## config.mk

```make
export PLATFORM = sky130hd
export DESIGN_NAME = leds_ram_arbiter
export DESIGN_NICKNAME = d
export VERILOG_FILES = /design/src/rtl/leds_ram_arbiter.sv
export SDC_FILE = /design/constraint.sdc
export NUM_CORES = 1
export LEC_CHECK = 0
export CAP_MARGIN = 20
export CORE_AREA = 2 2 101 103
export CTS_CLUSTER_SIZE = 10
export DETAILED_ROUTE_END_ITERATION = 16
export DIE_AREA = 0 0 103 105
export PLACE_DENSITY = 0.72
export SLEW_MARGIN = 10
export SYNTH_ARGS = -nofsm -noshare
export SYNTH_HDL_FRONTEND = slang
export SYNTH_SLANG_ARGS = --single-unit
```

## constraint.sdc

```tcl
create_clock -name clk -period 2.7 [get_ports clk]
set_input_delay 0.54 -clock clk [delete_from_list [all_inputs] [get_ports clk]]
set_output_delay 0.54 -clock clk [all_outputs]
set_load 0.05 [all_outputs]
```

## src/rtl/leds_ram_arbiter.sv

```systemverilog
// leds_ram_arbiter: round-robin two-master Avalon-MM arbiter for the shared single-port on-chip RAM
module leds_ram_arbiter #(
  parameter int ADDR_W = 13,
  parameter int DEPTH  = 5120
) (
  input  logic              clk,
  input  logic              reset,
  input  logic              freeze,
  input  logic [ADDR_W-1:0] m0_address,
  input  logic [3:0]        m0_byteenable,
  input  logic              m0_read,
  input  logic              m0_write,
  input  logic [31:0]       m0_writedata,
  output logic              m0_waitrequest,
  output logic [31:0]       m0_readdata,
  output logic              m0_readdatavalid,
  input  logic [ADDR_W-1:0] m1_address,
  input  logic [3:0]        m1_byteenable,
  input  logic              m1_read,
  input  logic              m1_write,
  input  logic [31:0]       m1_writedata,
  output logic              m1_waitrequest,
  output logic [31:0]       m1_readdata,
  output logic              m1_readdatavalid,
  output logic [ADDR_W-1:0] ram_address,
  output logic [3:0]        ram_byteenable,
  output logic              ram_chipselect,
  output logic              ram_write,
  output logic [31:0]       ram_writedata,
  output logic              ram_clken,
  input  logic [31:0]       ram_readdata
);
  logic              w_m0_req, w_m1_req, w_g0, w_g1, w_any, w_oor, w_rd, w_wr;
  logic [ADDR_W-1:0] w_addr;
  logic              r_last_grant, r_rd_pend, r_rd_id, r_rd_oor;
  // Grant decision: a lone requester wins, contention goes to the master that did not win last
  always_comb begin
    w_m0_req = m0_read | m0_write;
    w_m1_req = m1_read | m1_write;
    w_g0     = !reset && !freeze && w_m0_req && (!w_m1_req || r_last_grant);
    w_g1     = !reset && !freeze && w_m1_req && (!w_m0_req || !r_last_grant);
    w_any    = w_g0 | w_g1;
    w_addr   = w_g1 ? m1_address : m0_address;
    w_oor    = 32'(w_addr) >= DEPTH;
    w_wr     = w_g1 ? m1_write : m0_write;
    w_rd     = (w_g1 ? m1_read : m0_read) & !w_wr;
  end
  assign m0_waitrequest   = !w_g0;
  assign m1_waitrequest   = !w_g1;
  assign ram_address      = w_any ? w_addr : '0;
  assign ram_byteenable   = w_any ? (w_g1 ? m1_byteenable : m0_byteenable) : 4'd0;
  assign ram_writedata    = w_any ? (w_g1 ? m1_writedata : m0_writedata) : 32'd0;
  assign ram_chipselect   = w_any & !w_oor;
  assign ram_write        = w_any & !w_oor & w_wr;
  assign ram_clken        = 1'b1;
  assign m0_readdatavalid = r_rd_pend & !r_rd_id;
  assign m1_readdatavalid = r_rd_pend & r_rd_id;
  assign m0_readdata      = (m0_readdatavalid && !r_rd_oor) ? ram_readdata : 32'd0;
  assign m1_readdata      = (m1_readdatavalid && !r_rd_oor) ? ram_readdata : 32'd0;
  // Round-robin history and the one-cycle read return tracker
  always_ff @(posedge clk or posedge reset) begin
    if (reset) begin
      r_last_grant <= 1'b1;
      r_rd_pend    <= 1'b0;
      r_rd_id      <= 1'b0;
      r_rd_oor     <= 1'b0;
    end else begin
      if (w_any) r_last_grant <= w_g1;
      r_rd_pend <= w_any & w_rd;
      r_rd_id   <= w_g1;
      r_rd_oor  <= w_oor;
    end
  end
endmodule

```

# Yosys cells after proc, flatten, opt, wreduce, memory -nomap -nowiden
# Index checks and enable logic that the tools add are counted.
[totals] inputBits=137 word_cells=44 rom_bits=0 regBits=4 ram_bits=0 n_memories=0 latch_bits=0
[classes] n_div=0 shift=0 mul=0 n_lt_le_gt_ge=1 n_bitwise=9 n_reduce_logical=20 eq_ne=0 n_mux=10 n_addsub=0
[ops] op="two-way mux 32 bit" n=4
[ops] op="two-way mux 13 bit" n=2
[ops] op=">= comparator 13 bit, second input constant" n=1
[ops] op="zero test 1 bit" n=11
[ops] op="two-way mux 4 bit" n=2
[ops] op="logical AND 1 bit" n=7
[ops] op="AND 1 bit" n=6
[ops] op="bitwise OR 1 bit" n=3
[ops] op="logical OR 1 bit" n=2
[ops] op="two-way mux 1 bit" n=2

# Depth between registers and ports, before layout
# Gate-level depths: netlist (run 1).
[depth] depth_word=9 ltp_mapped=6 mapped_depth_nobuf=4

# Least setup slack after synthesis (run 1)
# No wires, ideal clock.
[synth_timing] path_kind="input to output" from="input port m0_write" to="output port ram_write" n_path_buf=1 stages=5 slack_ns=0.134 arrival_ns=2.026 cell_sequence="or2_4 -> a21oi_4 -> buf_6 -> nand3_1 -> a21oi_1"
[synth_via] elab_chain_len=9 elab_cells_between_ends=13 cone_classes="order compare: 1; mux: 2; bitwise: 4; reduce/logical: 6"
[synth_lines] item="start: declaration" line_no="12" rtl="input logic m0_write,"
[synth_lines] item="bitwise OR 1 bit" line_no="38" rtl="w_m0_req = m0_read | m0_write;"
[synth_lines] item="zero test 1 bit" line_no="41" rtl="w_g1 = !reset && !freeze && w_m1_req && (!w_m0_req || !r_last_grant);"
[synth_lines] item="logical OR 1 bit" line_no="41"
[synth_lines] item="logical AND 1 bit" line_no="41"
[synth_lines] item="two-way mux 13 bit" line_no="43" rtl="w_addr = w_g1 ? m1_address : m0_address;"
[synth_lines] item=">= comparator 13 bit" line_no="44" rtl="w_oor = 32'(w_addr) >= DEPTH;"
[synth_lines] item="zero test 1 bit" line_no="54" rtl="assign ram_write = w_any & !w_oor & w_wr;"
[synth_lines] item="AND 1 bit" line_no="54"
[synth_lines] item="AND 1 bit *" line_no="54"
[synth_lines] item="end: declaration" line_no="28" rtl="output logic ram_write,"
# Mark *: on every way between the ends. The rest lies on a longest branch, timed or not.

# Final worst setup path (run 1)
[layout_timing] from="input port m1_write" to="output port ram_address[7]"
[layout_via] elab_chain_len=6 elab_cells_between_ends=9 cone_classes="mux: 2; bitwise: 2; reduce/logical: 5"
[layout_lines] item="start: declaration" line_no="20" rtl="input logic m1_write,"
[layout_lines] item="bitwise OR 1 bit *" line_no="39" rtl="w_m1_req = m1_read | m1_write;"
[layout_lines] item="zero test 1 bit" line_no="40" rtl="w_g0 = !reset && !freeze && w_m0_req && (!w_m1_req || r_last_grant);"
[layout_lines] item="logical OR 1 bit" line_no="40"
[layout_lines] item="logical AND 1 bit" line_no="40"
[layout_lines] item="bitwise OR 1 bit" line_no="42" rtl="w_any = w_g0 | w_g1;"
[layout_lines] item="two-way mux 13 bit *" line_no="50" rtl="assign ram_address = w_any ? w_addr : '0;"
[layout_lines] item="end: declaration" line_no="25" rtl="output logic [ADDR_W-1:0] ram_address,"
# Marked as above.

==> results of run 1 <==
-- routing by layer --
| layer | wire (µm) | share of wire (%) |
|---|---|---|
| met2 | 5230 | 55 |
| met5 | 0 | 0 |
| met1 | 3160 | 33 |
| met4 | 182 | 1.9 |
| met3 | 897 | 9.5 |
-- cell type report --
| class | instances | area share, % |
|---|---|---|
| clock buffer | 4 | 0.910 |
| inverter | 3 | 0.228 |
| multi-input combinational | 191 | 24.5 |
| sequential | 4 | 2.05 |
| tap | 133 | 3.36 |
| timing repair buffer | 273 | 68.9 |
-- worst min-delay path by stage --
stage | start | end
after global routing | reset | r_rd_oor$_DFF_PP0_
after floorplan | reset | r_rd_id$_DFF_PP0_
after CTS | r_last_grant$_DFFE_PP1P_ | r_last_grant$_DFFE_PP1P_
after global placement | r_last_grant$_DFFE_PP1P_ | r_last_grant$_DFFE_PP1P_
final | reset | r_rd_oor$_DFF_PP0_
after detailed placement | r_last_grant$_DFFE_PP1P_ | r_last_grant$_DFFE_PP1P_
-- cells in the final DEF (no fill, tap or decap), drive strengths merged --
cell type      instances
a21oi                  3
a22oi                 50
a31oi                  1
and2                  65
and3b                  1
buf                  129
clkbuf                10
clkdlybuf4s50        136
conb                   1
dfrtp                  3
dfstp                  1
dlygate4sd2            1
dlymetal6s2s           1
inv                    3
mux2i                  1
nand2                  3
nand3                  2
nor2                  55
nor2b                  1
nor3b                  1
o21a                   2
o21ai                  3
or2                    2
-- flip-flops by register name (all words and copies together) (netlist names) --
register	flops
r_rd_pend	1
r_rd_oor	1
r_last_grant	1
r_rd_id	1
-- what timing repair did --
item / in CTS / in global routing
endpoints found under the setup margin: 30 / 49
buffers inserted: 0 / 1
resized for setup: 7 / 25
cloned: 0 / 4
pin swaps: 0 / 9
hold buffers: 0 / 0
-- logic make-up (layout without fill, tap and decap cells) --
| logic type | count (synthesis) | in the layout |
|---|---|---|
| other | 1 | 1 |
| DFF | 4 | 4 |
| and+or+nand+nor | 130 | 130 |
| AOI/OAI and AO/OA | 59 | 59 |
| muxes | 1 | 1 |
| buffers and inverters | 27 | 280 |
-- per-stage QoR --
stage / utilization, % / total power, W
global placement: 48.7 / 0.00111
CTS: 49.3 / 0.00126
finish: 51.3 / 0.00136
floorplan: - / 0.000579
detailed placement: 48.7 / 0.00112
global route: 51.3 / 0.00143
-- critical path, delay by kind of cell --
kind	cells	cell delay (ns)
compound gates	2	0.30
simple gates	2	0.41
buf+inv	3	0.82
-- power by group through the flow --
stage	registers (W)	clock network (W)	logic, W
after floorplan	0.0000777	0	0.000501
after global placement	0.0000796	0	0.00103
after detailed placement	0.0000800	0	0.00104
after CTS	0.0000795	0.000136	0.00105
after global routing	0.0000820	0.000140	0.00120
final	0.0000809	0.000132	0.00115
==> impl_metrics.sql, run 1 <==
INSERT INTO impl_metrics (metric_group, metric, value, unit) VALUES
('cts', 'htreeDepth', '1', ''),
('power_and_ir_drop', 'p_leak', '2.09', 'nW'),
('cells_and_area', 'filler_cell_count', '869', ''),
('synth', 'synth_xor_area_share', '0', '%'),
('power_and_ir_drop', 'net-switching-power', '0.000600', 'W'),
('sta', 'max_slew.worst_pin.slew', '0.532', 'ns'),
('placed_design', 'place_ws', '-0.0397', 'ns'),
('placed_design', 'post_dp_cell_area', '4690', 'µm²'),
('cts', 'cts_tree', 'built', ''),
('cells_and_area', 'final_layout_size_suffix_gt1_share', '35.6', '%'),
('power_and_ir_drop', 'ir_worst_vdd', '130', 'µV'),
('critical_path', 'critical_path_class', 'input pin to output port', ''),
('placed_design', 'numPortBuffers', '255', ''),
('cells_and_area', 'layout.cells.non_filler', '608', ''),
('global_routing', 'antenna_found_initial', '0', ''),
('critical_path', 'crit_path_top_delay_cell', 'sky130_fd_sc_hd__clkdlybuf4s50_1', ''),
('power_and_ir_drop', 'internal_power_component', '0.000759', 'W'),
('power_and_ir_drop', 'p_per_area', '275', 'nW/µm²'),
('cts', 'cts_buffer_depth', '2', ''),
('drt', 'wl_per_cell', '15.6', 'µm'),
('critical_path', 'slowest_delay', '0.44', 'ns'),
('sta', 'final_critical_path_setup_slack', '0.0800', 'ns'),
('synth', 'post_synth_mux_area_share', '0.729', '%'),
('cells_and_area', 'ff_latch_area', '101', 'µm²'),
('synth', 'ys_types', '24', ''),
('synth', 'synth.net_count', '359', ''),
('cts', 'cts_sinks', '4', ''),
('placed_design', 'placed_wire_length_estimate_after_detailed_placement', '7900', 'µm'),
('drt', 'detailedRoute.firstPassIterationCount', '4', ''),
('synth', 'synthMostInstantiatedCell', 'sky130_fd_sc_hd__and2_1', ''),
('floorplanning', 'initial_utilization', '14.2', '%'),
('cells_and_area', 'area_taken_by_multi_input_logic_gates', '1210', 'µm²'),
('global_routing', 'grtUsageMet2', '30.3', '%'),
('synth', 'ys.flop_type', 'sky130_fd_sc_hd__dfrtp_1', ''),
('critical_path', 'worst_setup_path_start_kind', 'input pin', ''),
('cells_and_area', 'stdcell_area', '4950', 'µm²'),
('cells_and_area', 'diodes', '0', ''),
('global_routing', 'first_global_vias', '2564', ''),
('sta', 'max_freq', '0.382', 'GHz'),
('cts', 'clkSlewWorstSetupHoldPaths', '0.03', 'ns'),
('global_routing', 'grt_overflow', '0', ''),
('critical_path', 'crit_end', 'ram_address[7]', ''),
('cts', 'cts_buffers', '3', ''),
('critical_path', 'r2r-start', 'r_last_grant$_DFFE_PP1P_', ''),
('sta', 'setup_viol', '0', ''),
('synth', 'synth-edff-count', '0', ''),
('sta', 'slew_headroom', '64.5', '%'),
('sta', 'period_share', '97.0', '%'),
('critical_path', 'crit_chain', 'clkdlybuf4s50_1 -> nor2_2 -> o21a_4 -> buf_12 -> a22oi_1 -> nor2_1 -> clkbuf_16', ''),
('floorplanning', 'floorplan.rows', '36', ''),
('sta', 'setup-tns-final', '0', 'ns'),
('power_and_ir_drop', 'clkPwrFrac', '9.7', '%'),
('synth', 'yosys-top-cells-count', 'sky130_fd_sc_hd__and2_1, sky130_fd_sc_hd__nor2_1, sky130_fd_sc_hd__a22oi_1', ''),
('critical_path', 'setup.worst_path.start', 'm1_write', ''),
('outcome', 'outcome', 'finished, final reports clean', ''),
('global_routing', 'groute.layer.met3.usage', '3.75', '%'),
('cells_and_area', 'layout-area-overhead-vs-synth', '260', '%'),
('drt', 'detailedRoute.firstIterationViolations', '106', ''),
('critical_path', 'timing.reg2reg.worst_path_depth', '5', ''),
('synth', 'adder_and_majority_cell_fraction_of_the_synthesized_area', '0', '%'),
('floorplanning', 'design.portCount', '257', ''),
('floorplanning', 'dieHeight', '105', 'µm'),
('critical_path', 'timing.critical_path.to_type', 'output port', ''),
('drt', 'final_wirelength', '9470', 'µm'),
('synth', 'synth-simple-area-share', '49.0', '%'),
('cells_and_area', 'fin_nets', '613', ''),
('synth', 'portion_of_the_post_synthesis_area_used_by_sequential_elements', '7.38', '%'),
('sta', 'final_period_minus_worst_setup_slack', '2.62', 'ns'),
('global_routing', 'use_met1', '14.3', '%'),
('synth', 'yosysWarnings', '0', ''),
('cts', 'cts.root.buffer_cell', 'sky130_fd_sc_hd__clkbuf_8', '');
Note: power is estimated with default switching activity, not from simulation.
==> run 2, diff against run 1 <==
--- a/config.mk
+++ b/config.mk
@@ -7,9 +7,9 @@
 export LEC_CHECK = 0
 export CAP_MARGIN = 20
 export CORE_AREA = 2 2 101 103
-export CTS_CLUSTER_SIZE = 10
 export DETAILED_ROUTE_END_ITERATION = 16
 export DIE_AREA = 0 0 103 105
+export GPL_TIMING_DRIVEN = 0
 export PLACE_DENSITY = 0.72
 export SLEW_MARGIN = 10
 export SYNTH_ARGS = -nofsm -noshare
==> run 2 against run 1 <==
Combinational power fell by 18%. Clock power barely moved. Utilization fell by 8.3 points. Clock skew rose by 0.00077 ns. Total power fell by 15%. Sequential cell count did not move. Worst setup slack got worse by 0.0080 ns. Critical path depth rose by 1. Critical path type unchanged. Highest routed layer unchanged.
==> impl_metrics.sql, run 2 (synthesis results as in run 1) <==
INSERT INTO impl_metrics (metric_group, metric, value, unit) VALUES
('sta', 'clock_skew', '0.00291', 'ns'),
('critical_path', 'crit_chain', 'clkdlybuf4s50_1 -> or2_4 -> a21oi_4 -> buf_4 -> buf_6 -> a22oi_1 -> nor2_2 -> buf_6', ''),
('cts', 'cts_buffer_depth', '2', ''),
('critical_path', 'critPathMostFrequentCell', 'sky130_fd_sc_hd__buf_6', ''),
('sta', 'setup_viol', '0', ''),
('critical_path', 'timing.reg2reg.worst_path_depth', '5', ''),
('sta', 'rsz0062_at_grt', 'true', ''),
('floorplanning', 'initial_utilization', '14.2', '%'),
('cts', 'cts.root.buffer_cell', 'sky130_fd_sc_hd__clkbuf_8', ''),
('min_path', 'worst_hold_path_type', 'input pin to async pin', ''),
('cells_and_area', 'layout-area-overhead-vs-synth', '202', '%'),
('floorplanning', 'dieHeight', '105', 'µm'),
('cts', 'htreeDepth', '1', ''),
('critical_path', 'path_max_fanout', '10', ''),
('cells_and_area', 'stdcell_area', '4150', 'µm²'),
('global_routing', 'pin_count_of_the_biggest_net_entering_global_routing', '11', ''),
('cts', 'hold_buffers', '0', ''),
('drt', 'detailedRoute.firstPassIterationCount', '4', ''),
('placed_design', 'post_dp_cell_area', '4090', 'µm²'),
('critical_path', 'timing.critical_path.to_type', 'output port', ''),
('floorplanning', 'floorplan.rows', '36', ''),
('outcome', 'outcome', 'finished, final reports clean', ''),
('floorplanning', 'design.portCount', '257', ''),
('cts', 'cts_sinks', '4', ''),
('floorplanning', 'std_cell_core_area', '9640', 'µm²'),
('cts', 'cts_tree', 'built', ''),
('floorplanning', 'dieArea', '10800', 'µm²'),
('global_routing', 'first_global_vias', '2597', ''),
('cells_and_area', 'most-common-layout-cells', 'sky130_fd_sc_hd__clkdlybuf4s50_1, sky130_fd_sc_hd__and2_1, sky130_fd_sc_hd__dlygate4sd2_1', ''),
('power_and_ir_drop', 'p_per_area', '280', 'nW/µm²'),
('sta', 'setup-tns-final', '0', 'ns'),
('critical_path', 'worst_setup_path_start_kind', 'input pin', ''),
('placed_design', 'placed_wire_length_estimate_after_detailed_placement', '7850', 'µm'),
('global_routing', 'antenna_found_initial', '0', ''),
('critical_path', 'endpoint_of_the_worst_slack_reg_to_reg_timing_path', 'r_rd_oor$_DFF_PP0_', ''),
('cells_and_area', 'final_layout_size_suffix_gt1_share', '19.0', '%'),
('sta', 'hold_viol_final', '0', ''),
('power_and_ir_drop', 'p_leak', '2.11', 'nW'),
('sta', 'slew_headroom', '62.1', '%'),
('critical_path', 'critical_path_class', 'input pin to output port', ''),
('critical_path', 'crit_path_top_delay_cell', 'sky130_fd_sc_hd__clkdlybuf4s50_1', ''),
('global_routing', 'track_usage', '14.8', '%'),
('critical_path', 'crit_end', 'ram_writedata[5]', ''),
('flow_run', 'maxCapViolations', '0', ''),
('sta', 'max_slew.worst_pin.slew', '0.562', 'ns'),
('critical_path', 'r2r-start', 'r_last_grant$_DFFE_PP1P_', ''),
('sta', 'final_period_minus_worst_setup_slack', '2.63', 'ns'),
('global_routing', 'grt_overflow', '0', ''),
('critical_path', 'timing.critical_path.required', '2.16', 'ns'),
('critical_path', 'worstPathArrival', '2.09', 'ns'),
('power_and_ir_drop', 'ir_worst_vdd', '132', 'µV'),
('drt', 'number_of_remaining_drc_errors', '0', ''),
('cells_and_area', 'fin_nets', '621', ''),
('sta', 'maxSlewViolCount', '0', ''),
('cells_and_area', 'diodes', '0', ''),
('cells_and_area', 'mostFrequentLayoutCell', 'sky130_fd_sc_hd__clkdlybuf4s50_1', ''),
('critical_path', 'slowest_delay', '0.42', 'ns'),
('drt', 'route.vias.total', '2638', ''),
('placed_design', 'gpl.final_weighted_congestion', '0.759', ''),
('cts', 'clkSlewWorstSetupHoldPaths', '0.03', 'ns'),
('global_routing', 'grt_pass1_wl', '12700', 'µm'),
('drt', 'wl_per_cell', '14.6', 'µm'),
('placed_design', 'numPortBuffers', '255', ''),
('drt', 'final_wirelength', '9010', 'µm'),
('sta', 'max_freq', '0.381', 'GHz'),
('sta', 'period_share', '97.3', '%'),
('floorplanning', 'die_w', '103', 'µm'),
('drt', 'antenna_left', '0', ''),
('critical_path', 'setup.worst_path.start', 'm0_read', ''),
('drt', 'vias_per_cell', '4.28', ''),
('drt', 'detailedRoute.firstIterationViolations', '87', ''),
('critical_path', 'setup.reg_to_reg.worst_slack', '1.36', 'ns'),
('cts', 'cts_buffers', '3', ''),
('cts', 'worst_skew_late_latency', '0.22', 'ns');
## run 2: cell count changes in the layout (fill, tap and decap cells not counted), moves of 7 or more
cell / change
sky130_fd_sc_hd__nor2_1: +17
sky130_fd_sc_hd__buf_4: -21
sky130_fd_sc_hd__nor2_2: -18
sky130_fd_sc_hd__buf_12: -72
sky130_fd_sc_hd__clkbuf_1: +7
sky130_fd_sc_hd__dlygate4sd2_1: +54
sky130_fd_sc_hd__buf_6: +23
## run 2: where the power goes
group	switching (W)	internal [W]	total [W]
clock network	0.0000317	0.000101	0.000133
logic	0.000509	0.000438	0.000947
registers	0.00000984	0.0000700	0.0000798
total	0.000551	0.000609	0.00116
## run 2: worst max-delay path, delay by kind of cell
kind	cells	cell delay (ns)
AO/OA/AOI/OAI	2	0.24
AND/OR/NAND/NOR	2	0.42
buffers and inverters	4	0.89
## run 2: how the worst min path moves through the flow
stage	from	cells after the start	slack, ns	end
finish	reset	2	0.55	r_rd_pend$_DFF_PP0_
detailed placement	r_last_grant$_DFFE_PP1P_	2	0.55	r_last_grant$_DFFE_PP1P_
global placement	r_last_grant$_DFFE_PP1P_	2	0.54	r_last_grant$_DFFE_PP1P_
global route	reset	2	0.58	r_rd_pend$_DFF_PP0_
CTS	reset	2	0.56	r_rd_pend$_DFF_PP0_
floorplan	reset	1	0.31	r_rd_id$_DFF_PP0_
## run 2: what timing repair did
action                                  CTS  global route
endpoints found under the setup margin  100            48
buffers inserted                          3             0
cloned                                    0             0
pin swaps                                 3             2
gates resized for setup                 375            59
## run 2: layout make-up
| type | instances | area [µm²] |
|---|---|---|
| inverters | 3 | 11.3 |
| clock buffers | 4 | 45.0 |
| repair buffers | 258 | 2450 |
| well taps | 133 | 166 |
| flip-flops and latches | 4 | 101 |
| multi-input cells | 191 | 1190 |
| fillers | 1052 | 5490 |
| plain buffers | 23 | 185 |
## run 2: stage by stage
step | hold WS, ns | power, W | utilization (%) | instances | setup WS [ns]
5_1_grt | 0.576 | 0.00123 | 43.0 | 616 | -0.00597
2_1_floorplan | 0.305 | 0.000579 | - | 222 | 0.134
3_3_place_gp | 0.538 | 0.000968 | 42.4 | 610 | -0.748
4_1_cts | 0.557 | 0.00111 | 41.3 | 616 | 0.00186
6_report | 0.553 | 0.00116 | 43.0 | 616 | 0.0720
3_5_place_dp | 0.553 | 0.000978 | 42.4 | 610 | -0.770
## run 2: routing by layer
layer	GRT usage, %	up-vias	part of all wire (%)
met5	0	-	0
met1	13.7	1189	33
met3	3.61	4	11
li1	-	1278	-
met4	1.79	0	0.42
met2	31.7	167	56
